File: config.mk
export PLATFORM = sky130hd
export DESIGN_NAME = shadow_ret_stack
export DESIGN_NICKNAME = d
export VERILOG_FILES = /design/src/rtl/shadow_ret_stack_pkg.sv /design/src/rtl/shadow_ret_stack_shstk_mem.sv /design/src/rtl/shadow_ret_stack.sv
export SDC_FILE = /design/constraint.sdc
export NUM_CORES = 1
export LEC_CHECK = 0
export CAP_MARGIN = 20
export CORE_MARGIN = 2
export CORE_UTILIZATION = 55
export DETAILED_ROUTE_END_ITERATION = 12
export GPL_TIMING_DRIVEN = 0
export PLACE_DENSITY_LB_ADDON = 0.05
export SETUP_SLACK_MARGIN = 0.1
export SLEW_MARGIN = 20
export SYNTH_ARGS = -nofsm -noshare
export SYNTH_HDL_FRONTEND = slang
export SYNTH_HIERARCHICAL = 1
export SYNTH_SLANG_ARGS = --single-unit
export TNS_END_PERCENT = 10
File: constraint.sdc
create_clock -name clk_i -period 6.45 [get_ports clk_i]
set_input_delay 1.29 -clock clk_i [delete_from_list [all_inputs] [get_ports clk_i]]
set_output_delay 1.29 -clock clk_i [all_outputs]
set_load 0.02 [all_outputs]
File: src/rtl/shadow_ret_stack_pkg.sv
// Shared types and constants for the shadow return-address stack.
package shadow_ret_stack_pkg;

  typedef enum logic [1:0] {
    CAUSE_NONE      = 2'd0,
    CAUSE_MISMATCH  = 2'd1,
    CAUSE_UNDERFLOW = 2'd2,
    CAUSE_OVERFLOW  = 2'd3
  } shstk_cause_e;

  typedef enum logic [1:0] {
    ST_RUN   = 2'd0,
    ST_HALT  = 2'd1,
    ST_SCRUB = 2'd2
  } shstk_state_e;

  localparam logic [31:0] SHSTK_DEFAULT_KEY = 32'h73fa06c2;

endpackage

File: src/rtl/shadow_ret_stack_shstk_mem.sv
// DEPTH x VLEN entry file: one write port, async read of the entry below ptr_i.
// Build option SHADOW_RET_STACK_MASK_EN stores entries XORed with MASK_KEY.
module shstk_mem
  import shadow_ret_stack_pkg::*;
#(
  parameter int unsigned VLEN     = 32,
  parameter int unsigned DEPTH    = 16,
  parameter logic [31:0] MASK_KEY = SHSTK_DEFAULT_KEY
) (
  input  logic                     clk_i,
  input  logic                     we_i,
  input  logic [$clog2(DEPTH)-1:0] waddr_i,
  input  logic [VLEN-1:0]          wdata_i,
  input  logic [$clog2(DEPTH)-1:0] ptr_i,
  output logic [VLEN-1:0]          rdata_o
);

  localparam int unsigned PW = $clog2(DEPTH);
  localparam logic [VLEN-1:0] KEY_FULL = VLEN'(MASK_KEY);
`ifdef SHADOW_RET_STACK_MASK_EN
  localparam logic [VLEN-1:0] KEY = KEY_FULL;
`else
  localparam logic [VLEN-1:0] KEY = KEY_FULL & {VLEN{1'b0}};
`endif

  logic [VLEN-1:0] mem_q [DEPTH];

  // Entry storage; contents are deliberately not reset (count gates validity).
  always_ff @(posedge clk_i) begin
    if (we_i) begin
      mem_q[waddr_i] <= wdata_i ^ KEY;
    end
  end

  assign rdata_o = mem_q[ptr_i - PW'(1)] ^ KEY;

endmodule

File: src/rtl/shadow_ret_stack.sv
// Shadow return-address stack: checks committed returns against recorded calls.
// Optional build macro: SHADOW_RET_STACK_MASK_EN (XOR-masked entry storage).
module shadow_ret_stack
  import shadow_ret_stack_pkg::*;
#(
  parameter int unsigned VLEN     = 32,
  parameter int unsigned DEPTH    = 16,
  parameter int unsigned OVF_MODE = 0,
  parameter logic [31:0] MASK_KEY = SHSTK_DEFAULT_KEY
) (
  input  logic                     clk_i,
  input  logic                     rst_i,
  input  logic                     en_i,
  input  logic                     commit_valid_i,
  output logic                     ready_o,
  input  logic                     is_call_i,
  input  logic                     is_ret_i,
  input  logic [VLEN-1:0]          link_addr_i,
  input  logic [VLEN-1:0]          target_i,
  input  logic                     flush_i,
  input  logic                     clear_i,
  output logic                     crash_o,
  output logic                     violation_o,
  output logic [1:0]               viol_cause_o,
  output logic [VLEN-1:0]          viol_addr_o,
  output logic [$clog2(DEPTH):0]   count_o
);

  localparam int unsigned PW = $clog2(DEPTH);
  localparam int unsigned CW = PW + 1;
  localparam logic [CW-1:0]   FULL     = CW'(DEPTH);
  localparam logic [VLEN-1:0] CMP_MASK = {{(VLEN-1){1'b1}}, 1'b0};

  shstk_state_e    state_q, state_d;
  shstk_cause_e    cause_q, cause_d, cause_new_s;
  logic [PW-1:0]   ptr_q, ptr_d, scrub_q, scrub_d;
  logic [CW-1:0]   cnt_q, cnt_d;
  logic            lost_q, lost_d, crash_q, crash_d, viol_q, viol_d;
  logic [VLEN-1:0] vaddr_q, vaddr_d, addr_new_s;
  logic            we_s, raise_s, empty_s, full_s, mism_s, underflow_s;
  logic [PW-1:0]   waddr_s;
  logic [VLEN-1:0] wdata_s, top_s;

  shstk_mem #(.VLEN(VLEN), .DEPTH(DEPTH), .MASK_KEY(MASK_KEY)) u_mem (
    .clk_i   (clk_i),
    .we_i    (we_s),
    .waddr_i (waddr_s),
    .wdata_i (wdata_s),
    .ptr_i   (ptr_q),
    .rdata_o (top_s)
  );

  assign empty_s     = (cnt_q == '0);
  assign full_s      = (cnt_q == FULL);
  assign mism_s      = |((top_s ^ target_i) & CMP_MASK);
  // With wrap mode, an empty stack after lost entries cannot prove an attack.
  assign underflow_s = empty_s && !((OVF_MODE == 32'd0) && lost_q);

  // Next-state, stack update and violation capture.
  always_comb begin
    state_d     = state_q;
    cause_d     = cause_q;
    ptr_d       = ptr_q;
    cnt_d       = cnt_q;
    lost_d      = lost_q;
    scrub_d     = scrub_q;
    viol_d      = viol_q;
    vaddr_d     = vaddr_q;
    crash_d     = 1'b0;
    we_s        = 1'b0;
    waddr_s     = ptr_q;
    wdata_s     = link_addr_i;
    raise_s     = 1'b0;
    cause_new_s = CAUSE_NONE;
    addr_new_s  = target_i;
    case (state_q)
      ST_RUN: begin
        if (commit_valid_i) begin
          case ({is_call_i, is_ret_i})
            2'b10: begin
              if (full_s && (OVF_MODE == 32'd1)) begin
                raise_s     = 1'b1;
                cause_new_s = CAUSE_OVERFLOW;
                addr_new_s  = link_addr_i;
              end else begin
                we_s  = 1'b1;
                ptr_d = ptr_q + PW'(1);
                if (full_s) begin
                  lost_d = 1'b1;
                end else begin
                  cnt_d = cnt_q + CW'(1);
                end
              end
            end
            2'b01: begin
              if (empty_s) begin
                raise_s     = underflow_s;
                cause_new_s = CAUSE_UNDERFLOW;
              end else begin
                raise_s     = mism_s;
                cause_new_s = CAUSE_MISMATCH;
                ptr_d       = ptr_q - PW'(1);
                cnt_d       = cnt_q - CW'(1);
              end
            end
            2'b11: begin
              we_s = 1'b1;
              if (empty_s) begin
                raise_s     = underflow_s;
                cause_new_s = CAUSE_UNDERFLOW;
                ptr_d       = ptr_q + PW'(1);
                cnt_d       = cnt_q + CW'(1);
              end else begin
                raise_s     = mism_s;
                cause_new_s = CAUSE_MISMATCH;
                waddr_s     = ptr_q - PW'(1);
              end
            end
            default: begin
              raise_s = 1'b0;
            end
          endcase
          if (raise_s && en_i) begin
            state_d = ST_HALT;
            crash_d = 1'b1;
            viol_d  = 1'b1;
            cause_d = cause_new_s;
            vaddr_d = addr_new_s;
          end else begin
            crash_d = 1'b0;
          end
        end else begin
          crash_d = 1'b0;
        end
      end
      ST_HALT: begin
        if (clear_i) begin
          state_d = ST_RUN;
          viol_d  = 1'b0;
          cause_d = CAUSE_NONE;
        end else begin
          state_d = ST_HALT;
        end
      end
      ST_SCRUB: begin
        we_s    = 1'b1;
        waddr_s = scrub_q;
        wdata_s = '0;
        scrub_d = scrub_q + PW'(1);
        if (scrub_q == PW'(DEPTH - 1)) begin
          state_d = ST_RUN;
        end else begin
          state_d = ST_SCRUB;
        end
      end
      default: begin
        state_d = ST_RUN;
      end
    endcase
    // Flush overrides everything, including a simultaneous clear or violation.
    if (flush_i) begin
      state_d = ST_SCRUB;
      ptr_d   = '0;
      cnt_d   = '0;
      lost_d  = 1'b0;
      scrub_d = '0;
      viol_d  = 1'b0;
      cause_d = CAUSE_NONE;
      crash_d = 1'b0;
    end else begin
      lost_d = lost_d;
    end
  end

  // State and status registers.
  always_ff @(posedge clk_i or posedge rst_i) begin
    if (rst_i) begin
      state_q <= ST_RUN;
      cause_q <= CAUSE_NONE;
      ptr_q   <= '0;
      cnt_q   <= '0;
      lost_q  <= 1'b0;
      scrub_q <= '0;
      crash_q <= 1'b0;
      viol_q  <= 1'b0;
      vaddr_q <= '0;
    end else begin
      state_q <= state_d;
      cause_q <= cause_d;
      ptr_q   <= ptr_d;
      cnt_q   <= cnt_d;
      lost_q  <= lost_d;
      scrub_q <= scrub_d;
      crash_q <= crash_d;
      viol_q  <= viol_d;
      vaddr_q <= vaddr_d;
    end
  end

  assign ready_o      = (state_q != ST_SCRUB);
  assign crash_o      = crash_q;
  assign violation_o  = viol_q;
  assign viol_cause_o = cause_q;
  assign viol_addr_o  = vaddr_q;
  assign count_o      = cnt_q;

endmodule

==> impl_metrics.csv, run 1 <==
group,metric,value,unit
cts,post-cts-setup-buffers,0,
pwr,switchingPower,1.49,mW
routing,drt_wl_total,56400,µm
global_route,overflow,0,
pwr,clockPowerShare,0.434,
sta,period_minus_slack,6.09,ns
finish,antenna_cells,0,
place,gp_congestion,0.872,
sta,drv_slew,0,
place,port_buffers,109,
pwr,switching_share,0.200,
place,dp.final_hpwl,37500,µm
cts,cts_resized,0,
setup_path,endpoint_kind,"flop",
finish,design_area,0.0269,mm²
floorplan,die_x,207,µm
sta,setup_viol,0,
sta,worst_slew_pin_slew,0.988,ns
sta,post-route-period-util,0.944,
cts,clk_latency,0.61,ns
sta,rsz0062_at_grt,"false",
setup_path,slowest_stage,"clkbuf_1",
setup_path,crit_top_cell,"clkbuf_1",
routing,num_vias,12740,
cts,cts_buffers,54,
finish,finalNetCount,1527,
pwr,seqPwrFrac,0.530,
sta,max_freq,164,MHz
run,drv_cap,0,
hold_path,hp-class,"flop to flop",
synthesis,syn_inst,1246,
setup_path,reg2reg_depth,17,
floorplan,dieHeight,207,µm
pwr,power.leakage,8.96,nW
finish,nFillCells,2831,
floorplan,num_rows,74,
setup_path,path_cells,"buf_6, buf_4, buf_2, inv_1, ha_1, clkbuf_1, clkbuf_1, mux4_2, o21ai_0, nand3_1, xor2_1, nor4_1, nand4_1, o211a_1, buf_2, clkbuf_1, o211ai_1",
synthesis,syn_avg_cell_area,18.2,µm²
place,dpl-instance-area,0.0250,mm²
finish,seqCellArea,0.0162,mm²
cts,htree_levels,2,
routing,drt_drc_violations_left,0,
routing,wl_per_cell,27.9,µm
place,dp_cells,1923,
setup_path,worst_ep_arrival_time,6.61,ns
setup_path,crit_type,"flop to flop",
pwr,p_comb_frac,0.037,
sta,skew,0.0303,ns
pwr,p_per_area,277,mW/mm²
finish,multi_input_area,0.00607,mm²
sta,hold_ws,0.516,ns
cts,clock_tree.root_cell,"clkbuf_16",
pwr,internal_power,5.95,mW
global_route,antenna_found_initial,0,
sta,hold_violations,0,
cts,postCtsHoldBufs,0,
floorplan,coreArea,0.0407,mm²
synthesis,syn-num-nets,1326,
setup_path,cp_max_fo,10,
finish,layout_common_cells,"edfxtp_1, mux4_2, clkdlybuf4s50_1",
setup_path,cp.required,6.97,ns
floorplan,initial_utilization,0.555,
global_route,grt_usage,0.273,
global_route,grt_pass1_wl,82700,µm
cts,cts_tree,"yes",
pwr,vdd_drop_max,308,µV
floorplan,dieArea,0.0428,mm²
sta,finalSetupTns,0,ns
hold_path,whs_path_depth,2,
finish,final_common_cell,"edfxtp_1",
global_route,grt_pass1_vias,12722,
routing,firstDrtPassIters,6,
routing,viasPerCell,6.30,
cts,clkTransAtPathRegs,0.06,ns
setup_path,cp_slowest_stage_delay,0.65,ns
sta,relSlewSlack,0.334,
finish,drive_gt1_frac,0.226,
finish,fin_cells,2021,
floorplan,io_pins,114,
synthesis,syn_area,0.0226,mm²
synthesis,yosys_warnings,6,
global_route,grt_max_degree,53,
cts,cts.sinks,548,
finish,synthToLayoutAreaGrowth,18.8,%
setup_path,critPathLaunchType,"flop",
cts,cts_buffer_depth,3,
routing,drt-initial-drc-count,1263,
routing,ant_nets,0,
run_status,status,"finished, final reports clean",
-- stage by stage --
stage	total power, mW	util	setup WS (ns)
after floorplan	4.12	-	1.08
after global placement	4.26	0.598	-2.16
after detailed placement	4.29	0.615	0.235
after CTS	7.49	0.659	0.168
after global routing	7.64	0.660	0.102
final	7.44	0.660	0.359
-- registers in the layout (all words and copies together) (netlist names) --
register,count
crash_o,1
scrub_q,4
violation_o,1
count_o,5
u_mem/mem_q,496
ptr_q,4
state_q,2
viol_cause_o,2
viol_addr_o,32
lost_q,1
-- layout make-up --
| class | count | area share |
|---|---|---|
| Sequential cell | 548 | 0.603 |
| Multi-Input combinational cell | 604 | 0.226 |
| Timing Repair Buffer | 145 | 0.0612 |
| Clock buffer | 65 | 0.0526 |
| Tap cell | 532 | 0.0248 |
| Buffer | 84 | 0.0162 |
| Clock inverter | 33 | 0.0150 |
| Inverter | 10 | 0.00149 |
-- power groups by stage --
stage | sequential [mW] | clock, mW | combinational [mW]
floorplan | 4.03 | 0 | 0.0848
global route | 3.95 | 3.40 | 0.289
detailed placement | 4.02 | 0 | 0.271
global placement | 4.02 | 0 | 0.236
finish | 3.94 | 3.23 | 0.272
CTS | 3.94 | 3.27 | 0.272
-- final timing paths --
check	from	endpoint	slack [ns]
setup / recovery	ptr_q[0]	viol_addr_o[30]	0.36
hold / removal	lost_q	lost_q	0.52
setup reg to reg	ptr_q[0]	viol_addr_o[30]	0.36
hold reg to reg	lost_q	lost_q	0.52
max in group asynchronous	rst_i	viol_addr_o[15]	4.84
min in group asynchronous	rst_i	viol_addr_o[26]	1.13
-- metal layers --
metal | global-route usage | part of all wire | vias up
li1 | - | - | 5484
met1 | 0.391 | 0.42 | 6602
met2 | 0.413 | 0.46 | 534
met3 | 0.0680 | 0.084 | 120
met4 | 0.0955 | 0.035 | 0
met5 | 0 | 0 | -
-- worst max-delay path, delay by kind of cell, from the launching register on --
| family | cells | cell delay, ns |
|---|---|---|
| mux | 1 | 0.42 |
| fa+ha+maj | 1 | 0.30 |
| xor+xnor | 1 | 0.24 |
| buf+inv | 8 | 2.65 |
| simple gates | 3 | 1.10 |
| flops | 1 | 0.57 |
| compound gates | 3 | 0.70 |
(Power assumes the default switching activity.)
==> run 2, diff against run 1 <==
Settings changed: CTS_CLUSTER_DIAMETER from default to 40.
==> run 2 against run 1 <==
Sequential power about the same. Largest cell class unchanged. Setup slack improved by 0.032 ns. Die area did not move.
==> impl_metrics.csv, run 2 (same netlist as run 1, synthesis figures left out) <==
group,metric,value,unit
finish,final_common_cell,"edfxtp_1",
sta,period_minus_slack,6.06,ns
finish,finalNetCount,1544,
setup_path,endpoint_kind,"flop",
place,dp.final_hpwl,37500,µm
sta,rsz0062_at_grt,"false",
finish,largest_register_ffs,496,
setup_path,path_cells,"buf_6, buf_4, buf_2, inv_1, ha_1, clkbuf_1, clkbuf_1, mux4_2, o21ai_0, nand3_1, xor2_1, nor4_1, nand4_1, o211a_1, buf_2, clkbuf_1, o211ai_1",
floorplan,initial_utilization,0.555,
hold_path,hp-start,"lost_q",
floorplan,die_x,207,µm
routing,firstDrtPassIters,5,
sta,max_freq,165,MHz
pwr,power,7.96,mW
global_route,grt_pass1_vias,13042,
floorplan,dieHeight,207,µm
hold_path,hp-class,"flop to flop",
routing,viasPerCell,6.34,
place,port_buffers,109,
setup_path,cp_max_fo,10,
global_route,grt_max_degree,53,
sta,skew,0.0136,ns
finish,antenna_cells,0,
cts,cts.sinks,548,
cts,postCtsHoldBufs,0,
setup_path,slowest_stage,"clkbuf_1",
cts,cts_buffers,71,
cts,post-cts-setup-buffers,0,
global_route,grt_usage,0.278,
place,dp_cells,1923,
cts,clk_latency,0.60,ns
setup_path,worst_ep_arrival_time,6.57,ns
cts,htree_levels,3,
hold_path,hold_end,"lost_q",
cts,cts_buffer_depth,3,
finish,synthToLayoutAreaGrowth,20.7,%
floorplan,num_rows,74,
setup_path,critPathLaunchType,"flop",
cts,clock_tree.root_cell,"clkbuf_16",
routing,num_vias,12972,
setup_path,r2r_slack,0.39,ns
pwr,p_per_area,292,mW/mm²
global_route,overflow,0,
finish,layout_common_cells,"edfxtp_1, mux4_2, clkdlybuf4s50_1",
routing,drt_drc_violations_left,0,
sta,hold_violations,0,
finish,fin_cells,2046,
setup_path,crit_top_cell,"clkbuf_1",
sta,hold_ws,0.514,ns
finish,regMostFlops,"u_mem/mem_q",
sta,relSlewSlack,0.348,
pwr,vdd_drop_max,228,µV
global_route,grt_pass1_wl,84000,µm
place,gp_congestion,0.872,
setup_path,reg2reg_depth,17,
routing,ant_nets,0,
routing,drt_wl_total,57200,µm
sta,setup_viol,0,
routing,drt-initial-drc-count,1432,
setup_path,cp_slowest_stage_delay,0.66,ns
setup_path,regToRegStartpoint,"ptr_q[0]",
global_route,antenna_found_initial,0,
pwr,power.leakage,9.17,nW
cts,clkTransAtPathRegs,0.05,ns
setup_path,cp.required,6.96,ns
sta,worst_slew_pin_slew,0.968,ns
setup_path,worstReg2RegEnd,"viol_addr_o[30]",
run_status,status,"finished, final reports clean",
hold_path,whs_path_depth,2,
sta,drv_slew,0,
floorplan,io_pins,114,
finish,nFillCells,2756,
floorplan,dieArea,0.0428,mm²
floorplan,coreArea,0.0407,mm²
run,drv_cap,0,
cts,cts_tree,"yes",
sta,post-route-period-util,0.939,
routing,wl_per_cell,28.0,µm
finish,drive_gt1_frac,0.241,
setup_path,crit_type,"flop to flop",
[run 2: changes by cell type in the layout (fill, tap and decap cells not counted), sizes merged]
cell / delta
bufinv: -5
clkbuf: +17
clkinv: -1
clkinvlp: +2
inv: +12
[run 2: area by class of cell]
cell class	instances	area, µm²	share of cell area
multi-input cells	604	6070	0.222
inverters	10	40.0	0.00147
repair buffers	145	1640	0.0602
clock inverters	41	405	0.0148
flip-flops and latches	548	16200	0.593
well taps	532	666	0.0244
clock buffers	82	1850	0.0677
plain buffers	84	435	0.0159
[run 2: worst max path at each step]
stage | cells after the start | end | startpoint | slack (ns)
detailed placement | 17 | viol_addr_o[25] | ptr_q[0] | 0.23
CTS | 17 | viol_addr_o[25] | ptr_q[0] | 0.19
floorplan | 7 | u_mem/mem_q[0][10] | is_ret_i | 1.08
global placement | 7 | u_mem/mem_q[0][15] | commit_valid_i | -2.16
finish | 17 | viol_addr_o[30] | ptr_q[0] | 0.39
global route | 17 | viol_addr_o[25] | ptr_q[0] | 0.13
[run 2: critical path, delay by kind of cell, from the launching register on]
kind            cells  cell delay, ns
buf+inv             8            2.68
fa+ha+maj           1            0.30
mux                 1            0.42
xor+xnor            1            0.24
flops               1            0.57
compound gates      3            0.68
simple gates        3            1.07
[run 2: per-layer routing]
metal  share of wire  GRT usage  wire length (µm)  vias up
met1            0.41      0.394             23300     6649
met2            0.46      0.423             26600      665
met5               0          0                 0        -
li1                -          -                 -     5545
met3           0.098     0.0675              5620      113
met4           0.031      0.106              1750        0
[run 2: power by group]
| group | internal [mW] | switching [mW] |
|---|---|---|
| sequential | 3.92 | 0.0263 |
| combinational | 0.117 | 0.156 |
| clock | 2.25 | 1.50 |
[run 2: timing repair]
item,in CTS,in global routing
endpoints found under the setup margin,0,32
resized for setup,0,18
hold endpoints to repair,0,0
[run 2: through the flow]
stage / util / TNS (ns) / setup WS, ns / cell area (µm²)
final: 0.670 / 0 / 0.390 / 27300
after global routing: 0.670 / 0 / 0.134 / 27300
after floorplan: - / 0 / 1.08 / 22600
after CTS: 0.670 / 0 / 0.193 / 27300
after detailed placement: 0.615 / 0 / 0.235 / 25000
after global placement: 0.598 / -278.46 / -2.16 / 24400
==> run 3, diff against run 2 <==
Settings changed: SYNTH_HIERARCHICAL 1 to default.
==> run 3 against run 2 <==
Final cell count decreased by 7.3%. Total power increased by 2.0%. Utilization increased by 1.7 points. Largest power group is now the clock network. Highest routed layer unchanged. Sequential power about the same. Setup slack got worse by 0.18 ns. Clock-buffer cell count increased by 3.
==> impl_metrics.csv, run 3 <==
group,metric,value,unit
synthesis,yosys_warnings,0,
synthesis,synth_top_family_by_area,"multiplexers",
floorplan,dieArea,0.0421,mm²
sta,worst_slew_pin_slew,1.11,ns
cts,clkTransAtPathRegs,0.06,ns
setup_path,r2r_slack,0.21,ns
floorplan,io_pins,114,
finish,finalNetCount,1397,
place,dp.final_hpwl,35300,µm
sta,period_minus_slack,6.24,ns
synthesis,syn_area,0.0223,mm²
setup_path,worst_ep_arrival_time,6.70,ns
cts,postCtsHoldBufs,0,
finish,drive_gt1_frac,0.267,
synthesis,syn_inst,1102,
floorplan,dieHeight,205,µm
global_route,grt_pass1_vias,11733,
finish,fin_cells,1897,
finish,synthToLayoutAreaGrowth,22.9,%
place,dpl-instance-area,0.0249,mm²
place,dp_cells,1771,
floorplan,initial_utilization,0.559,
synthesis,synth_area_leaders,"edfxtp_1, mux4_2, dfrtp_1, mux2i_1, mux2_4",
place,gp_congestion,0.806,
global_route,met2_usage,0.441,
routing,wl_per_cell,29.0,µm
sta,rsz0062_at_grt,"false",
synthesis,synth_edf_count,496,
routing,drt-initial-drc-count,1139,
global_route,grt_max_degree,41,
global_route,use_met3,0.0455,
pwr,power.leakage,10.1,nW
routing,num_vias,11479,
synthesis,synth-async-reset-ratio,0.0949,
run,drv_cap,0,
setup_path,cp.required,6.91,ns
synthesis,synth_top_area_frac,0.669,
sta,skew,0.0278,ns
hold_path,hp-class,"flop to flop",
synthesis,synth-seq-cells,548,
synthesis,synth_top_flop_cell,"edfxtp_1",
finish,design_area,0.0274,mm²
finish,largest_register_ffs,496,
setup_path,reg2reg_depth,20,
sta,max_freq,160,MHz
synthesis,synth_mux_area_frac,0.183,
routing,drt_wl_total,55000,µm
synthesis,ys_top_cells_by_count,"edfxtp_1, mux4_2, mux2i_1",
sta,hold_violations,0,
synthesis,synth_compound_area_frac,0.0171,
synthesis,syn_avg_cell_area,20.2,µm²
routing,firstDrtPassIters,5,
global_route,grt_pass1_wl,79800,µm
synthesis,synth.yosys.seq_area_share,0.728,
floorplan,die_x,205,µm
global_route,grt_usage,0.270,
pwr,p_per_area,297,mW/mm²
sta,finalSetupTns,0,ns
global_route,met1_usage,0.383,
cts,cts.sinks,548,
routing,viasPerCell,6.05,
finish,antenna_cells,0,
synthesis,synth-adder-area-share,0.00427,
cts,htree_levels,3,
finish,regMostFlops,"u_mem.mem_q",
cts,cts_buffers,69,
global_route,overflow,0,
setup_path,cp_max_fo,10,
pwr,power,8.13,mW
synthesis,synth-simple-area-share,0.0328,
cts,clock_tree.root_cell,"clkbuf_16",
cts,cts_tree,"yes",
place,port_buffers,111,
hold_path,hp-start,"viol_addr_o[25]",
finish,layout_common_cells,"edfxtp_1, mux4_2, clkdlybuf4s50_1",
sta,hold_ws,0.508,ns
synthesis,synth.distinct_cells,58,
setup_path,crit_start,"ptr_q[0]",
global_route,antenna_found_initial,1,
sta,setup_viol,0,
setup_path,endpoint_kind,"flop",
setup_path,worstReg2RegEnd,"viol_addr_o[19]",
run_status,status,"finished, final reports clean",
setup_path,endpoint,"viol_addr_o[19]",
synthesis,yosysMostFrequentCell,"edfxtp_1",
sta,post-route-period-util,0.967,
cts,clk_latency,0.59,ns
setup_path,regToRegStartpoint,"ptr_q[0]",
synthesis,syn-num-nets,1181,
floorplan,coreArea,0.0398,mm²
floorplan,num_rows,73,
setup_path,critPathLaunchType,"flop",
pwr,vdd_drop_max,287,µV
synthesis,synth_top_area_cell,"edfxtp_1",
routing,drt_drc_violations_left,0,
synthesis,synthXorXnorAreaFrac,0.0194,
cts,cts_buffer_depth,3,
sta,drv_slew,0,
sta,relSlewSlack,0.260,
global_route,top_usage_layer,"met2",
setup_path,crit_type,"flop to flop",
routing,ant_nets,0,
finish,final_common_cell,"edfxtp_1",
-- run 3: cell families after synthesis --
logic type | Yosys count
flip-flops | 548
multiplexers | 246
AND/OR/NAND/NOR | 140
buffers and inverters | 62
AO/OA/AOI/OAI | 54
XOR/XNOR | 45
adder cells (fa/ha/maj) | 7
-- run 3: layer usage --
layer | part of all wire | vias up | wire length, µm
met4 | 0.019 | 0 | 1050
met2 | 0.49 | 437 | 27100
met3 | 0.065 | 83 | 3580
li1 | - | 4913 | -
met5 | 0 | - | 0
met1 | 0.42 | 6046 | 23300
-- run 3: how the worst min path moves through the flow --
stage                       to  slack [ns]  cells after the start
2_1_floorplan           lost_q        0.49                      2
3_3_place_gp       violation_o        0.49                      1
3_5_place_dp   viol_addr_o[25]        0.49                      1
4_1_cts         viol_addr_o[1]        0.51                      1
5_1_grt        viol_addr_o[25]        0.52                      1
6_report       viol_addr_o[25]        0.51                      1
-- run 3: what timing repair did --
item | 4_1_cts | 5_1_grt
buffers inserted | 1 | 1
pin swaps | 1 | 2
setup endpoints to repair | 35 | 29
resized for setup | 9 | 7
-- run 3: power by group --
part	total (mW)	switching [mW]	internal [mW]	leakage, nW
Sequential	3.92	0.0187	3.91	5.88
Combinational	0.247	0.139	0.108	3.10
Clock	3.95	1.49	2.47	1.15
Total	8.13	1.64	6.48	10.1
-- run 3: layout make-up --
class                   count  area, µm²
clock buffers              85       1890
clock inverters            40        495
repair buffers            146       1900
fillers                  2584      12500
flip-flops and latches    548      16200
well taps                 525        657
inverters                   8       33.8
multi-input cells         492       5850
plain buffers              53        329
-- run 3: stage by stage --
stage                util  setup slack, ns
floorplan               -             1.49
global placement    0.603            -1.82
detailed placement  0.626           -0.466
CTS                 0.686            0.101
global route        0.687            0.133
finish              0.687            0.213
-- run 3: critical path, stage by stage (launching register included) --
cell      delay, ns
dfrtp_1        0.36
buf_2          0.21
buf_6          0.21
buf_4          0.27
clkinv_2       0.24
buf_2          0.32
ha_1           0.34
buf_2          0.28
buf_2          0.38
buf_2          0.43
mux4_2         0.37
mux2i_1        0.14
mux2i_1        0.13
xor2_1         0.18
nor4_1         0.46
o21ai_0        0.41
nor4_4         0.23
buf_4          0.18
a31oi_4        0.27
buf_6          0.30
mux2_4         0.32
